`config.mk`:
```
export PLATFORM = sky130hd
export DESIGN_NAME = serial_adder
export DESIGN_NICKNAME = d
export VERILOG_FILES = /design/src/rtl/serial_adder.sv
export SDC_FILE = /design/constraint.sdc
export NUM_CORES = 1
export LEC_CHECK = 0
export CAP_MARGIN = 10
export CORE_AREA = 2 2 47 82
export DETAILED_ROUTE_END_ITERATION = 7
export DIE_AREA = 0 0 49 84
export PLACE_DENSITY = 0.74
export SYNTH_ARGS = -nofsm -noshare
export SYNTH_HDL_FRONTEND = slang
export SYNTH_SLANG_ARGS = --single-unit
```
`constraint.sdc`:
```
create_clock -name clk -period 1.89 [get_ports clk]
set_input_delay 0.2835 -clock clk [delete_from_list [all_inputs] [get_ports clk]]
set_output_delay 0.2835 -clock clk [all_outputs]
set_load 0.01 [all_outputs]
```
`src/rtl/serial_adder.sv`:
```
// Bit-serial adder: one full-adder bit per clock, LSB first, with an
// IDLE/RUN/DONE controller and registered sum/carry-out.
module serial_adder #(
  parameter int WIDTH = 8
) (
  input  logic             clk,
  input  logic             rst,
  input  logic             start,
  input  logic [WIDTH-1:0] a,
  input  logic [WIDTH-1:0] b,
  output logic             busy,
  output logic             done,
  output logic [WIDTH-1:0] sum,
  output logic             cout,
  output logic [1:0]       state_dbg
);

  // Handshake: start is a request sampled only in IDLE (a/b captured on that
  // edge); done is a one-cycle pulse during which sum/cout hold the new result.
  localparam int CNT_W = $clog2(WIDTH) + 1;
  localparam logic [CNT_W-1:0] LAST_BIT = CNT_W'(WIDTH - 1);

  localparam logic [1:0] IDLE = 2'd0;
  localparam logic [1:0] RUN  = 2'd1;
  localparam logic [1:0] DONE = 2'd2;

  logic [1:0]       state_q, state_d;
  logic [WIDTH-1:0] opa_q, opa_d;
  logic [WIDTH-1:0] opb_q, opb_d;
  logic [WIDTH-1:0] res_q, res_d;
  logic [WIDTH-1:0] sum_q, sum_d;
  logic             carry_q, carry_d;
  logic             cout_q, cout_d;
  logic [CNT_W-1:0] cnt_q, cnt_d;

  // Full adder from two half-adder stages plus an OR of their carries.
  logic ha1_s, ha1_c, ha2_s, ha2_c, fa_c;
  assign ha1_s = opa_q[0] ^ opb_q[0];
  assign ha1_c = opa_q[0] & opb_q[0];
  assign ha2_s = ha1_s ^ carry_q;
  assign ha2_c = ha1_s & carry_q;
  assign fa_c  = ha1_c | ha2_c;

  always_comb begin
    state_d = state_q;
    opa_d   = opa_q;
    opb_d   = opb_q;
    res_d   = res_q;
    sum_d   = sum_q;
    carry_d = carry_q;
    cout_d  = cout_q;
    cnt_d   = cnt_q;
    case (state_q)
      IDLE: begin
        if (start) begin
          opa_d   = a;
          opb_d   = b;
          carry_d = 1'b0;
          cnt_d   = '0;
          state_d = RUN;
        end
      end
      RUN: begin
        res_d   = {ha2_s, res_q[WIDTH-1:1]};
        opa_d   = opa_q >> 1;
        opb_d   = opb_q >> 1;
        carry_d = fa_c;
        cnt_d   = cnt_q + CNT_W'(1);
        if (cnt_q == LAST_BIT) begin
          sum_d   = {ha2_s, res_q[WIDTH-1:1]};
          cout_d  = fa_c;
          state_d = DONE;
        end
      end
      DONE:    state_d = IDLE;
      default: state_d = IDLE;
    endcase
  end

  always_ff @(posedge clk) begin
    if (rst) begin
      state_q <= IDLE;
      opa_q   <= '0;
      opb_q   <= '0;
      res_q   <= '0;
      sum_q   <= '0;
      carry_q <= 1'b0;
      cout_q  <= 1'b0;
      cnt_q   <= '0;
    end else begin
      state_q <= state_d;
      opa_q   <= opa_d;
      opb_q   <= opb_d;
      res_q   <= res_d;
      sum_q   <= sum_d;
      carry_q <= carry_d;
      cout_q  <= cout_d;
      cnt_q   <= cnt_d;
    end
  end

  assign busy      = (state_q == RUN);
  assign done      = (state_q == DONE);
  assign sum       = sum_q;
  assign cout      = cout_q;
  assign state_dbg = state_q;

endmodule

```
Yosys cells after proc, flatten, opt, wreduce, memory -nomap -nowiden

Cells that the tools add are included.

Register bits after elaboration: 40
Output and inout bits: 13
Word-level logic and storage cells: 35

Add/sub/neg operators: 1
Bitwise operators: 5
Muxes and demuxes: 11
Equality and inequality tests: 5
Reductions and logical operators: 5

Operator list:

| kind                | number |
|---|---|
| $pmux 8 s2          | 2 |
| $mux 8              | 2 |
| $pmux 4 s2          | 1 |
| $reduce_and 2->1    | 3 |
| $add 4x1->4 const B | 1 |
| $eq 4x3->1 const B  | 1 |
| $mux 2              | 2 |
| $mux 4              | 1 |
| $pmux 2 s2          | 1 |
| $and 1x1->1         | 2 |
| $eq 2x1->1 const B  | 1 |
| $eq 2x2->1 const B  | 1 |
| $logic_not 2->1     | 1 |
| $ne 2x1->1 const B  | 1 |
| $ne 2x2->1 const B  | 1 |
| $pmux 1 s2          | 1 |
| $reduce_bool 2->1   | 1 |
| $xor 1x1->1         | 2 |
| $mux 1              | 1 |
| $or 1x1->1          | 1 |

Logic depth before layout (Yosys ltp)

Depth after elaboration: 4
Depth in mapped cells: 6
Gate-level depth less buffers: 4

Worst setup path before layout

Ideal clock, no wire load.

Kind: reg2reg
Start: register state_q[1], in the netlist state_dbg[1]
End: register sum_q[0], in the netlist sum[0]
Period minus slack after synthesis: 1,365 ps
Path slack: 525 ps
Setup time: 116 ps
Required time: 1,774 ps
Stages on the path, launching flop included: 6
Data arrival time: 1,249 ps
Path through: dfxtp_1 > nand2b_1 > buf_6 > buf_8 > o311a_1 > a31o_1

Word-level cells in the longest chain between the ends: 2

Ends and longest elaborated chain:

| item                              | line | source |
|---|---|---|
| from (decl)                       | 27   | `logic [1:0] state_q, state_d;` |
| from (signal assigned)            | 91   | `state_q <= state_d;` |
| $eq 2x1->1                        | 53   | `case (state_q)` |
| $reduce_and 2->1 (no source line) | --   |  |
| to (signal assigned)              | 95   | `sum_q <= sum_d;` |
| to (decl)                         | 31   | `logic [WIDTH-1:0] sum_q, sum_d;` |

Every way passes these cells.
A chain may end at the register's enable or synchronous reset.

Final worst setup path

Start: register state_q[1], in the netlist state_dbg[1]
End: output port done

Word-level cells in the longest chain between the ends: 1

Ends and longest elaborated chain:

| item       | line | source |
|---|---|---|
| $eq 2x2->1 | 103  | `assign done = (state_q == DONE);` |
| to (decl)  | 12   | `output logic done,` |

Every way passes these cells.

==> impl_summary.txt <==
----------------------------------------------------
[Place]
  Number of port buffers ... 31
  HPWL after detailed placement ... ~2600 um
  Setup slack after placement ... ~260 ps
  Placement Cell Area ... between 2000 and 2500 um^2
  Placer Congestion ... roughly 0.76

[Finish]
  Multi-input gate area in the final layout ... just under 800 um^2
  Register Area ... about 780 um^2
  Final cell area excluding filler cells ... 2130 um^2
  Final-stage net count ... ~240
  ANT cells ... 0
  Fraction of the core area covered by cells at the end of the flow ... 60.6%
  Area growth from synthesis to final layout ... 29.0%
  Share of post-route cells with drive strength above 1 ... a little under 9%
  Number of filler instances in the final layout ... between 300 and 400

[STA]
  Maximum clock frequency ... ~0.57 GHz
  Final setup slack of the worst path ... ~140 ps
  Max-slew violation count ... 0
  Share of the clock period used by the worst path ... 92.5%
  Setup repair after global routing missed its margin ... false
  Setup violation total in the final timing report ... 0
  Least-Margin Pin Slew ... just under 500 ps
  Hold_ws ... roughly 470 ps
  Post-route minimum period ... ~1700 ps
  Final-report hold violation count ... 0
  Slew HR ... about two thirds
  Sum Neg Setup Slack ... 0 ps
  Setup skew after layout ... about 4.3 ps

[Setup path]
  Kind of critical path ... reg2out
  Worst R2R Setup Slack ... around 370 ps
  Highest cell delay on the worst timing path ... between 500 and 600 ps
  Combined buffer and inverter count along the critical path ... 2
  CP delay by family, top ... buffers and inverters
  Startpoint type of the worst setup path ... flop
  Worst endpoint required time ... 1610 ps
  Slowest library cell on the worst path ... clkdlybuf4s50_1
  Kind of end point of the critical path ... primary output
  CP endpoint ... done
  Max FO, Critical Path ... 6
  Number of stages on the worst setup path ... 3
  Cells on worst reg2reg path ... 4
  WP data arrival ... between 1000 and 1500 ps
  Critical Path Source ... state_dbg[1]$_SDFFE_PP0P_
  R2R Path Start ... cnt_q[0]$_SDFFE_PP0P_
  Cell-by-cell listing of the critical path ... inv_1 -> nor2_1 -> clkdlybuf4s50_1
  Crit Reg-Reg Endpoint ... sum[1]$_SDFFE_PP0P_

[Floorplan]
  Number of rows in the core area ... 29
  Placeable core region ... 3520 um^2
  Area of the die ... between 4000 and 5000 um^2
  DIE HEIGHT ... approximately 84 um
  # IOs ... 32
  Chip width ... 49 um
  Effective utilization at floorplan ... 47.0%

[Hold path]
  Class of the tightest hold or removal check ... reg2reg

[Pwr]
  Power Dens Cells ... just over 800 nW/um^2
  Leakage dissipation ... approximately 0.00077 uW
  Maximum resistive drop on vdd ... ~0.0007 V

[Clocking]
  Post-CTS repair timing setup buffer count ... 0
  Hold-fix buffers, CTS ... 0
  Maximum buffer depth of the clock tree ... 2
  H-tree Lvls ... 2
  Clk Latency, worst-skew pair ... roughly 290 ps
  Total number of clock tree sinks ... 39
  Clock root buffer master ... clkbuf_8
  Clock slew at reported path FFs ... about 80 ps
  Cts bufs inserted ... 5
  CTS tree ... yes
  Cts repair resizes ... 0

[GRT]
  Sum of overflow across all layers after global routing ... 0
  Pin count of the biggest net entering global routing ... 34
  GR Util All Layers ... 19.4%
  Antenna violations before repair ... 0
  Wire length of the first global-routing pass ... a little over 6000 um
  Via count of the first global-routing pass ... 1475

[Yosys]
  Cell variety after synth ... 33
  Post-synthesis sequential area ratio ... between 40% and 50%
  Post-Syn Instances ... 184
  Cell area after synthesis ... 1650 um^2
  Warnings from Yosys ... 0
  Post-synth net total ... around 210
  Mean instance size in the synthesized netlist ... around 9 um^2
  Flip-flop and latch count after synthesis ... 39

[Detailed routing]
  DR iter-0 viols ... 31
  Mean number of vias per cell ... between 5 and 6
  WL per Instance ... around 14 um
  Detail Route Antenna Nets ... 0
  DRC violations left ... 0
  DR vias ... 1482
  Total length of routed wires ... between 3000 and 4000 um
  Number of iterations in the first detailed-routing pass ... 4

[Run]
  Max-cap check violation count ... 0

[Status]
  Result of the run ... complete, no violations

----------------------------------------------------
==> stage by stage <==
| step | std cells | power [uW] |
|---|---|---|
| CTS | 263 | 1780 |
| detailed placement | 255 | 1100 |
| finish | 263 | 1760 |
| global placement | 255 | 1090 |
| floorplan | 184 | 1010 |
| global route | 263 | 1840 |
==> Yosys cell counts <==
cell        n  area (um^2)
dfxtp_1    39          781
a21oi_1    21          105
nand2_1    18         67.6
nor2_1     18         67.6
o21ai_0    15         75.1
o2bb2ai_1  12          105
a31o_1      8         70.1
clkbuf_1    8         30.0
o311a_1     8         80.1
a22oi_1     4         30.0
inv_1       4         15.0
buf_2       3         15.0
a31oi_1     2         12.5
nand2b_1    2         12.5
nand3_1     2         10.0
nand3b_1    2         15.0
o22ai_1     2         12.5
a211oi_1    1         7.51
and3_1      1         6.26
and4b_1     1         10.0
buf_1       1         3.75
buf_6       1         11.3
buf_8       1         15.0
clkbuf_2    1         5.00
fa_1        1         20.0
ha_1        1         12.5
nand4_1     1         6.26
nor3_1      1         5.00
nor3_4      1         16.3
nor3b_1     1         7.51
o21ba_2     1         10.0
o21bai_1    1         7.51
or3_1       1         6.26
==> report_power, final <==
| part | internal (uW) | switching [uW] | total [uW] |
|---|---|---|---|
| clock | 393 | 292 | 685 |
| combinational | 97.1 | 98.4 | 196 |
| sequential | 858 | 23.2 | 881 |
==> worst register-to-register path, cell delays in order (launching register included) <==
cell and delay, ps:
dfxtp_1 380, ha_1 230, nand2_1 250, nor3_4 390, o21ai_0 150
==> placed cells by master, fill, tap and decap left out, types with 4 or more instances in the layout <==
cell type and n:
dfxtp_1 39, clkdlybuf4s50_1 31, a21oi_1 21, nor2_1 18, nand2_1 18, o21ai_0 15
o2bb2ai_1 12, o311a_1 8, a31o_1 8, buf_4 8, clkbuf_8 5, inv_1 4
a22oi_1 4
==> cells by family (layout without fill, tap and decap cells) <==
group | Yosys count | count (layout) | synth area share [%]
AND/OR/NAND/NOR | 49 | 49 | 13.9
buffers and inverters | 19 | 52 | 5.75
flip-flops | 39 | 39 | 47.2
adder cells (fa/ha/maj) | 2 | 2 | 1.97
AO/OA/AOI/OAI | 75 | 75 | 31.2
==> worst min-delay path by stage <==
stage / start / to / slack (ps) / depth (start not counted)
floorplan: a[7] / opa_q[7]$_SDFFE_PP0P_ / 430 / 2
global placement: res_q[1]$_SDFFE_PP0P_ / res_q[1]$_SDFFE_PP0P_ / 450 / 2
detailed placement: sum[1]$_SDFFE_PP0P_ / sum[1]$_SDFFE_PP0P_ / 460 / 2
CTS: sum[1]$_SDFFE_PP0P_ / sum[1]$_SDFFE_PP0P_ / 470 / 2
global route: res_q[5]$_SDFFE_PP0P_ / res_q[5]$_SDFFE_PP0P_ / 490 / 2
finish: sum[1]$_SDFFE_PP0P_ / sum[1]$_SDFFE_PP0P_ / 470 / 2
==> final cells by class <==
type / instances / area share, %
inverter: 4 / 0.703
sequential: 39 / 36.6
clock buffer: 5 / 3.22
clock inverter: 3 / 2.05
timing repair buffer: 40 / 18.3
multi-input combinational: 126 / 36.5
tap: 46 / 2.70
==> layer usage <==
| metal | vias up | track usage, % | wire, um |
|---|---|---|---|
| li1 | 738 | - | - |
| met1 | 695 | 18.1 | 1380 |
| met2 | 45 | 37.4 | 2010 |
| met3 | 4 | 4.66 | 134 |
| met4 | 0 | 9.61 | 62 |
| met5 | - | 0 | 0 |
==> state kept, by name (all words and copies together), names as in the netlist <==
signal,count
carry_q,1
cnt_q,4
cout,1
opa_q,8
opb_q,8
res_q,7
state_dbg,2
sum,8
No activity file was read; power rests on OpenSTA's default activity.
